[src/rtl/team_06_button_cond.sv]
// -----------------------------------------------------------------------------
// team_06_button_cond
//
// Input conditioner for the four team_06 walkie-talkie user buttons
// (push-to-talk, effect-cycle, mute, noise-gate). Each raw pad is
// asynchronous and bouncing. This block synchronises it with two flops,
// normalises its polarity so that 1 = pressed, and debounces it with a
// per-channel stability counter. It then provides:
//   * clean registered levels for the control FSM, which detects edges itself;
//   * registered single-cycle rising-edge pulses for other consumers
//     such as the LCD/status logic.
//
// Parameters
//   CNT_W           width of each per-channel debounce counter
//   DEBOUNCE_CYCLES consecutive stable cycles needed to accept a change
//                   (1 .. 2^CNT_W-1; 1 leaves only the synchroniser path)
//   ACTIVE_LOW      1 = pads read 0 when pressed, 0 = pads read 1 when pressed
//
// Ports
//   clk, rst                    system clock, asynchronous active-high reset
//   btn_*_raw                   raw pad inputs (ptt, effect, mute, ng)
//   ptt_en/effect/mute/ng_en    debounced levels (1 = pressed)
//   *_rise                      1-cycle pulse when the matching level goes 0->1
//   any_press                   OR of the four rise pulses
//
// Timing: a raw change first sampled at edge E reaches the level output
// after edge E+1+DEBOUNCE_CYCLES. Presses and releases have the same latency.
// -----------------------------------------------------------------------------
module team_06_button_cond #(
    parameter int               CNT_W           = 16,
    parameter logic [CNT_W-1:0] DEBOUNCE_CYCLES = 16'd50000,
    parameter logic             ACTIVE_LOW      = 1'b0
) (
    input  logic clk,
    input  logic rst,
    input  logic btn_ptt_raw,
    input  logic btn_effect_raw,
    input  logic btn_mute_raw,
    input  logic btn_ng_raw,
    output logic ptt_en,
    output logic effect,
    output logic mute,
    output logic ng_en,
    output logic ptt_rise,
    output logic effect_rise,
    output logic mute_rise,
    output logic ng_rise,
    output logic any_press
);

    localparam int NCH = 4;

    // The counter stops at this value. Reaching it while the sample still
    // differs from the level accepts the change, so the counter never wraps.
    localparam logic [CNT_W-1:0] CNT_LAST = DEBOUNCE_CYCLES - 1'b1;

    // The synchroniser resets to the pad's idle value. A pad that is
    // released at reset then cannot look like a press.
    localparam logic [NCH-1:0] RELEASED = {NCH{ACTIVE_LOW}};

    // Channel order: 0 = ptt, 1 = effect, 2 = mute, 3 = noise gate.
    logic [NCH-1:0] raw_vec;
    logic [NCH-1:0] s1_reg;
    logic [NCH-1:0] s2_reg;
    logic [NCH-1:0] lvl_vec;
    logic [NCH-1:0] rise_vec;

    assign raw_vec = {btn_ng_raw, btn_mute_raw, btn_effect_raw, btn_ptt_raw};

    // -------------------------------------------------------------------------
    // Two-flop synchroniser, all channels together
    // -------------------------------------------------------------------------
    always_ff @(posedge clk or posedge rst) begin
        if (rst) begin
            s1_reg <= RELEASED;
            s2_reg <= RELEASED;
        end else begin
            s1_reg <= raw_vec;
            s2_reg <= s1_reg;
        end
    end

    // -------------------------------------------------------------------------
    // Per-channel debounce and rise-pulse generation
    // -------------------------------------------------------------------------
    generate
        for (genvar gi = 0; gi < NCH; gi++) begin : g_chan
            logic             n_sample;
            logic             lvl_reg;
            logic             lvl_next;
            logic             rise_reg;
            logic             rise_next;
            logic [CNT_W-1:0] cnt_reg;
            logic [CNT_W-1:0] cnt_next;

            // Normalised synchronised sample: 1 means pressed.
            assign n_sample = s2_reg[gi] ^ ACTIVE_LOW;

            // The count measures how long the sample has disagreed with
            // the accepted level without a break. One agreeing cycle
            // restarts it. A change is accepted on the DEBOUNCE_CYCLES-th
            // consecutive disagreeing cycle. The rise pulse is registered
            // together with the level, so it is high in exactly the first
            // cycle that the level reads 1.
            always_comb begin
                lvl_next  = lvl_reg;
                cnt_next  = cnt_reg;
                rise_next = 1'b0;
                if (n_sample == lvl_reg) begin
                    cnt_next = '0;
                end else if (cnt_reg == CNT_LAST) begin
                    lvl_next  = n_sample;
                    cnt_next  = '0;
                    rise_next = n_sample;
                end else begin
                    cnt_next = cnt_reg + 1'b1;
                end
            end

            always_ff @(posedge clk or posedge rst) begin
                if (rst) begin
                    lvl_reg  <= 1'b0;
                    cnt_reg  <= '0;
                    rise_reg <= 1'b0;
                end else begin
                    lvl_reg  <= lvl_next;
                    cnt_reg  <= cnt_next;
                    rise_reg <= rise_next;
                end
            end

            assign lvl_vec[gi]  = lvl_reg;
            assign rise_vec[gi] = rise_reg;
        end
    endgenerate

    // -------------------------------------------------------------------------
    // Output mapping
    // -------------------------------------------------------------------------
    assign ptt_en      = lvl_vec[0];
    assign effect      = lvl_vec[1];
    assign mute        = lvl_vec[2];
    assign ng_en       = lvl_vec[3];

    assign ptt_rise    = rise_vec[0];
    assign effect_rise = rise_vec[1];
    assign mute_rise   = rise_vec[2];
    assign ng_rise     = rise_vec[3];

    // This is combinational on registered pulses, so it is glitch-free
    // within the cycle. It is not an extra register stage.
    assign any_press   = |rise_vec;

endmodule
[config.mk]
export PLATFORM = sky130hd
export DESIGN_NAME = team_06_button_cond
export DESIGN_NICKNAME = d
export VERILOG_FILES = /design/src/rtl/team_06_button_cond.sv
export SDC_FILE = /design/constraint.sdc
export NUM_CORES = 1
export LEC_CHECK = 0
export ABC_AREA = 1
export CAP_MARGIN = 20
export CORE_UTILIZATION = 30
export CTS_BUF_LIST = sky130_fd_sc_hd__clkbuf_2
export CTS_CLUSTER_DIAMETER = 60
export CTS_CLUSTER_SIZE = 25
export DETAILED_ROUTE_END_ITERATION = 6
export HOLD_SLACK_MARGIN = 0.06
export REMOVE_ABC_BUFFERS = 1
export SLEW_MARGIN = 10
export SYNTH_ARGS = -nofsm -noshare
export SYNTH_HDL_FRONTEND = slang
export SYNTH_SLANG_ARGS = --single-unit
[constraint.sdc]
create_clock -name clk -period 3.3 [get_ports clk]
set_input_delay 0.99 -clock clk [delete_from_list [all_inputs] [get_ports clk]]
set_output_delay 0.99 -clock clk [all_outputs]
set_load 0.01 [all_outputs]
; ---- Word-level counts from Yosys, hierarchy flattened
; Index checks and enable logic that the tools add are counted.
[totals]
reg_bits = 80
out_inout_bits = 9
word_cells = 51
input_bits = 6
[classes]
n_addsub = 4
reduce_logical = 5
n_bitwise = 4
muxes = 16
eq_ne = 8
[op_table]
columns = op, n
row1 = $mux 16, 8
row2 = $add 16x1->16 const B, 4
row3 = $eq 16x16->1 const B, 4
row4 = $mux 1, 8
row5 = $reduce_and 2->1, 4
row6 = $eq 1x1->1, 4
row7 = $not 1->1, 4
row8 = $reduce_or 4->1, 1

; ---- Logic depth before layout (Yosys ltp)
; Gate-level depths: netlist (run 1).
[logic_depth]
ltp_word = 3
ltp_mapped = 8
ltp_nobuf = 8

; ---- Least setup slack after synthesis (run 1)
; OpenSTA, ideal clock, no wires.
[synth_path]
path_type = flip-flop to output port
from = register g_chan[1].rise_reg (netlist: effect_rise)
to = output any_press
t_required_ps = 2310
t_arrival_ps = 968
slack_ps = 1342
stages_incl_launch_ff = 2
n_path_buf = 0
cell_sequence = dfrtp_1 or4_1
[synth_via]
elab_chain_len = 1
[synth_lines]
columns = item, line
row1 = "start, declared", 91  ; logic rise_reg;
row2 = "start signal, assigned", 128  ; rise_reg <= rise_next;
row3 = $reduce_or 4->1, 152  ; assign any_press = |rise_vec;
row4 = "end, declared", 48  ; output logic any_press
; Every way passes these cells.

; ---- Worst setup path in the final report (run 1)
; Ends and elaborated chain as after synthesis.

==> results of run 1 <==
==> cells by family after synthesis <==
group / count (synthesis) / share of synthesized area (%)
and+or+nand+nor: 323 / 34.7
AOI/OAI and AO/OA: 27 / 4.02
DFF: 80 / 47.3
buffers and inverters: 57 / 5.05
adders and majority gates: 4 / 1.18
xor gates and xnor gates: 34 / 7.74
==> how the worst max path moves through the flow <==
stage,endpoint,cells after the start,slack [ns],start
after global placement,any_press,2,0.95,effect_rise
after detailed placement,any_press,2,0.96,effect_rise
after floorplan,effect,1,0.26,rst
after global routing,any_press,2,0.22,effect_rise
after CTS,any_press,2,0.27,effect_rise
final,any_press,2,0.35,effect_rise
==> final cells by class <==
type,count,area (um2)
Fill cell,1417,9020
Sequential cell,80,2000
Clock inverter,6,133
Inverter,57,215
Multi-Input combinational cell,388,2020
Timing Repair Buffer,16,168
Tap cell,180,225
Clock buffer,9,45.0
==> Yosys cell counts, types with 5 or more instances <==
cell type,instances,area (um2)
inv_2,5,18.8
nor2_1,131,492
nand2_2,9,56.3
dfrtp_1,80,2000
a21oi_1,5,25.0
nand2_1,97,364
inv_1,52,195
xnor2_1,10,87.6
o21bai_1,5,37.5
nor2_2,15,93.8
o21ai_0,5,25.0
a31oi_1,6,37.5
nand3_2,7,70.1
nand3_1,41,205
xor2_1,20,175
nand4_1,8,50.1
==> layer usage <==
layer / vias up / GRT usage (%) / part of all wire [%]
met5: - / 0 / 0
met3: 9 / 2.83 / 3.4
li1: 1700 / - / -
met2: 44 / 20.0 / 46
met4: 0 / 5.63 / 1.4
met1: 1530 / 17.1 / 49
==> power by group <==
| group | switching, uW | internal (uW) |
|---|---|---|
| logic | 51.2 | 27.2 |
| registers | 17.8 | 998 |
| clock network | 341 | 396 |
| total | 410 | 1420 |
==> per-stage QoR <==
stage                     total power (uW)  hold WS [ns]  worst slack (ns)
after detailed placement              1120         0.345             0.957
final                                 1830         0.385             0.350
after global routing                  1910         0.411             0.215
after floorplan                       1090         0.331             0.258
after global placement                1110         0.334             0.951
after CTS                             1870         0.392             0.271
==> results.cfg, run 1 <==
[place]
dp_hpwl_mm = 6.16
gp_congestion = 0.848
dp.cells = 721
place_area_um2 = 4630
port_buffers = 14

[run]
maxCapViolCount = 0

[synthesis]
synthFlopType = dfrtp_1
yosys_warnings = 0
synth.distinct_cells = 27
synth_edf_count = 0
synth_seq_area_share_pct = 47.3
syn_avg_cell_area_um2 = 8.06
ys_ff_latch = 80
synthArstFlopShare_pct = 100
syn-cell-area_um2 = 4230
syn_inst = 525

[grt]
grt.total_usage_pct = 12.8
grt_pass1_vias = 3136
grt_pass1_wl_mm = 14.7
gr-total-overflow = 0
grt_max_degree = 38
grt_antenna_before_repair = 0

[timing]
hold_viol = 0
period_needed_ns = 2.95
min_period_over_period_pct = 89.4
tightest_slew_ns = 0.515
setup_tns_ns = 0
slew-limit-headroom_pct = 65.4
setup_viol = 0
skew_ns = 0.0184
fmax_ghz = 0.339
slew_violations = 0
rsz0062_at_grt = false

[critical_path]
cp_num_buf_inv = 1
crit_slowest_cell = or4_1
cp_top_family = simple AND/OR/NAND/NOR gates
regToRegStartpoint = g_chan[2].cnt_reg[0]
critical_path_required_ns = 2.31
worst-setup-path-type = flop to output pin
crit_fanout = 2
ff2ff_path_depth = 5
startpoint_type = flop
rr_endpoint = mute_rise
cp_cell_sequence = or4_1 > clkdlybuf4s50_1
critPathMaxStageDelay_ns = 0.51
worstPathArrival_ns = 1.96
end_kind = output pin
reg2reg_setup_slack_ns = 1.73

[hold_path]
holdPathEnd = s2_reg[2]
holdPathStages = 0
holdCritPathClass = flop to flop
hold_start = s1_reg[2]

[clock_network]
cts.reportedPaths.clkPinSlew_ns = 0.21
root_buffer = clkbuf_2
tritoncts = yes
post_cts.repair.setup_buffers = 0
postCtsHoldBufs = 0
clockBufferDepth = 2
worst_skew_pair.late_latency_ns = 0.55
cts-buffers-inserted = 9
clock_sinks = 80
cts_resized = 0
ctsHtreeMaxLevel = 3

[final_layout]
stdcell_area_um2 = 4800
layout_commonest_cell = nor2_1
largest_register_ffs = 64
area_growth_pct = 13.5
finalNetCount = 562
mostFrequentLayoutCells = 131 x nor2_1, 97 x nand2_1, 80 x dfrtp_1
finalNonFillerCells = 736
finish.utilization_pct = 34.7
antenna_cells = 0
drive_above_1_share_pct = 12.8

[die]
core_um2 = 13800
die-width_um = 121
start_util_pct = 30.6
fp-row-count = 43
ios = 15
design.die.area_um2 = 14600
die_h_um = 121

[power]
ir_drop_v = 0.000160
p_per_area_nw_per_um2 = 381
power_leakage_uw = 0.00213

[route]
avgRoutedWirePerCell_um = 11.3
drtIter0Drc = 174
via_count = 3283
drt-vias-per-instance = 4.46
finalWirelength_mm = 8.35
firstDrtPassIters = 5
drc = 0
ant_nets = 0

[status]
status = complete, no violations
No activity file was read; power rests on OpenSTA's default activity.
==> inputs of run 2 (changes only) <==
Settings changed: CORE_ASPECT_RATIO set to 0.9.
==> run 2 against run 1 <==
Effect of this change:
- largest cell class unchanged
- sequential power about the same
- sequential share of layout area up 0.72 points
- final cell count increased by 1.2%
- critical endpoint unchanged
==> results.cfg, run 2 (synthesis gave the netlist of run 1 again) <==
[critical_path]
crit_fanout = 2
ff2ff_path_depth = 5
critical_path_required_ns = 2.31
rr_endpoint = mute_rise
regToRegStartpoint = g_chan[2].cnt_reg[0]
end_kind = output pin
worstPathArrival_ns = 1.97
startpoint_type = flop
critical_path.startpoint = effect_rise
reg2reg_setup_slack_ns = 1.75
crit_path_end = any_press
worst-setup-path-type = flop to output pin

[hold_path]
hold_start = s1_reg[0]
holdCritPathClass = flop to flop
holdPathStages = 0

[timing]
hold_viol = 0
tightest_slew_ns = 0.508
min_period_over_period_pct = 89.7
period_needed_ns = 2.96
slew-limit-headroom_pct = 65.9
whs_ns = 0.381
slew_violations = 0
rsz0062_at_grt = false
fmax_ghz = 0.338
setup_viol = 0
setup_tns_ns = 0
skew_ns = 0.0261

[place]
dp_hpwl_mm = 6.31
gp_congestion = 0.886
port_buffers = 14
place_area_um2 = 4630

[die]
start_util_pct = 31.2
die_h_um = 115
ios = 15
fp-row-count = 40
die-width_um = 127
core_um2 = 13600
design.die.area_um2 = 14600

[clock_network]
worst_skew_pair.late_latency_ns = 0.54
cts_resized = 0
postCtsHoldBufs = 0
post_cts.repair.setup_buffers = 0
clockBufferDepth = 2
cts.reportedPaths.clkPinSlew_ns = 0.24
ctsHtreeMaxLevel = 3
cts-buffers-inserted = 9
root_buffer = clkbuf_2
clock_sinks = 80
tritoncts = yes

[route]
drt-vias-per-instance = 4.49
firstDrtPassIters = 4
avgRoutedWirePerCell_um = 11.6
drc = 0
finalWirelength_mm = 8.61
ant_nets = 0
drtIter0Drc = 183
via_count = 3345

[power]
power_leakage_uw = 0.00209
ir_drop_v = 0.000266
p_per_area_nw_per_um2 = 329

[final_layout]
layout_commonest_cell = nor2_1
largest_register_ffs = 64
drive_above_1_share_pct = 12.4
fillers = 1421
finish.utilization_pct = 34.8
antenna_cells = 0
area_growth_pct = 11.6
mostFrequentLayoutCells = 131 x nor2_1, 97 x nand2_1, 80 x dfrtp_1
stdcell_area_um2 = 4720
finalNetCount = 561

[grt]
grt_pass1_wl_mm = 15.3
grt_pass1_vias = 3327
grt_max_degree = 81
grt_antenna_before_repair = 0
grt.total_usage_pct = 13.3
gr-total-overflow = 0

[run]
maxCapViolCount = 0

[status]
status = complete, no violations
## run 2: layout make-up
cell class | instances | area, um2 | share of cell area [%]
Inverter | 57 | 215 | 4.56
Multi-Input combinational cell | 388 | 2020 | 42.7
Sequential cell | 80 | 2000 | 42.4
Tap cell | 189 | 236 | 5.01
Clock buffer | 9 | 45.0 | 0.954
Clock inverter | 7 | 47.5 | 1.01
Timing Repair Buffer | 15 | 160 | 3.39
## run 2: how the worst min path moves through the flow
| stage | endpoint | slack (ns) |
|---|---|---|
| final | s2_reg[0] | 0.38 |
| after global routing | s2_reg[3] | 0.40 |
| after CTS | s2_reg[3] | 0.39 |
| after detailed placement | s2_reg[0] | 0.34 |
| after global placement | s2_reg[0] | 0.33 |
| after floorplan | s2_reg[0] | 0.33 |
## run 2: worst max-delay path: stages (launching register included)
cell and delay, ns:
dfrtp_1 0.43, or4_1 0.51, clkdlybuf4s50_1 0.49
## run 2: where the power goes
| part | internal [uW] | switching (uW) |
|---|---|---|
| clock network | 100 | 358 |
| logic | 26.5 | 51.5 |
| registers | 999 | 17.5 |
## run 2: layer usage
layer | track usage, % | part of all wire, %
met1 | 17.6 | 50
met2 | 21.0 | 44
met3 | 3.83 | 4.2
met4 | 4.37 | 1.4
met5 | 0 | 0
## run 2: metrics by stage
step / setup slack (ns) / cells / total power, uW
floorplan: 0.258 / 525 / 1090
global placement: 0.955 / 729 / 1110
detailed placement: 0.955 / 729 / 1110
CTS: 0.283 / 745 / 1580
global route: 0.179 / 745 / 1630
finish: 0.340 / 745 / 1550
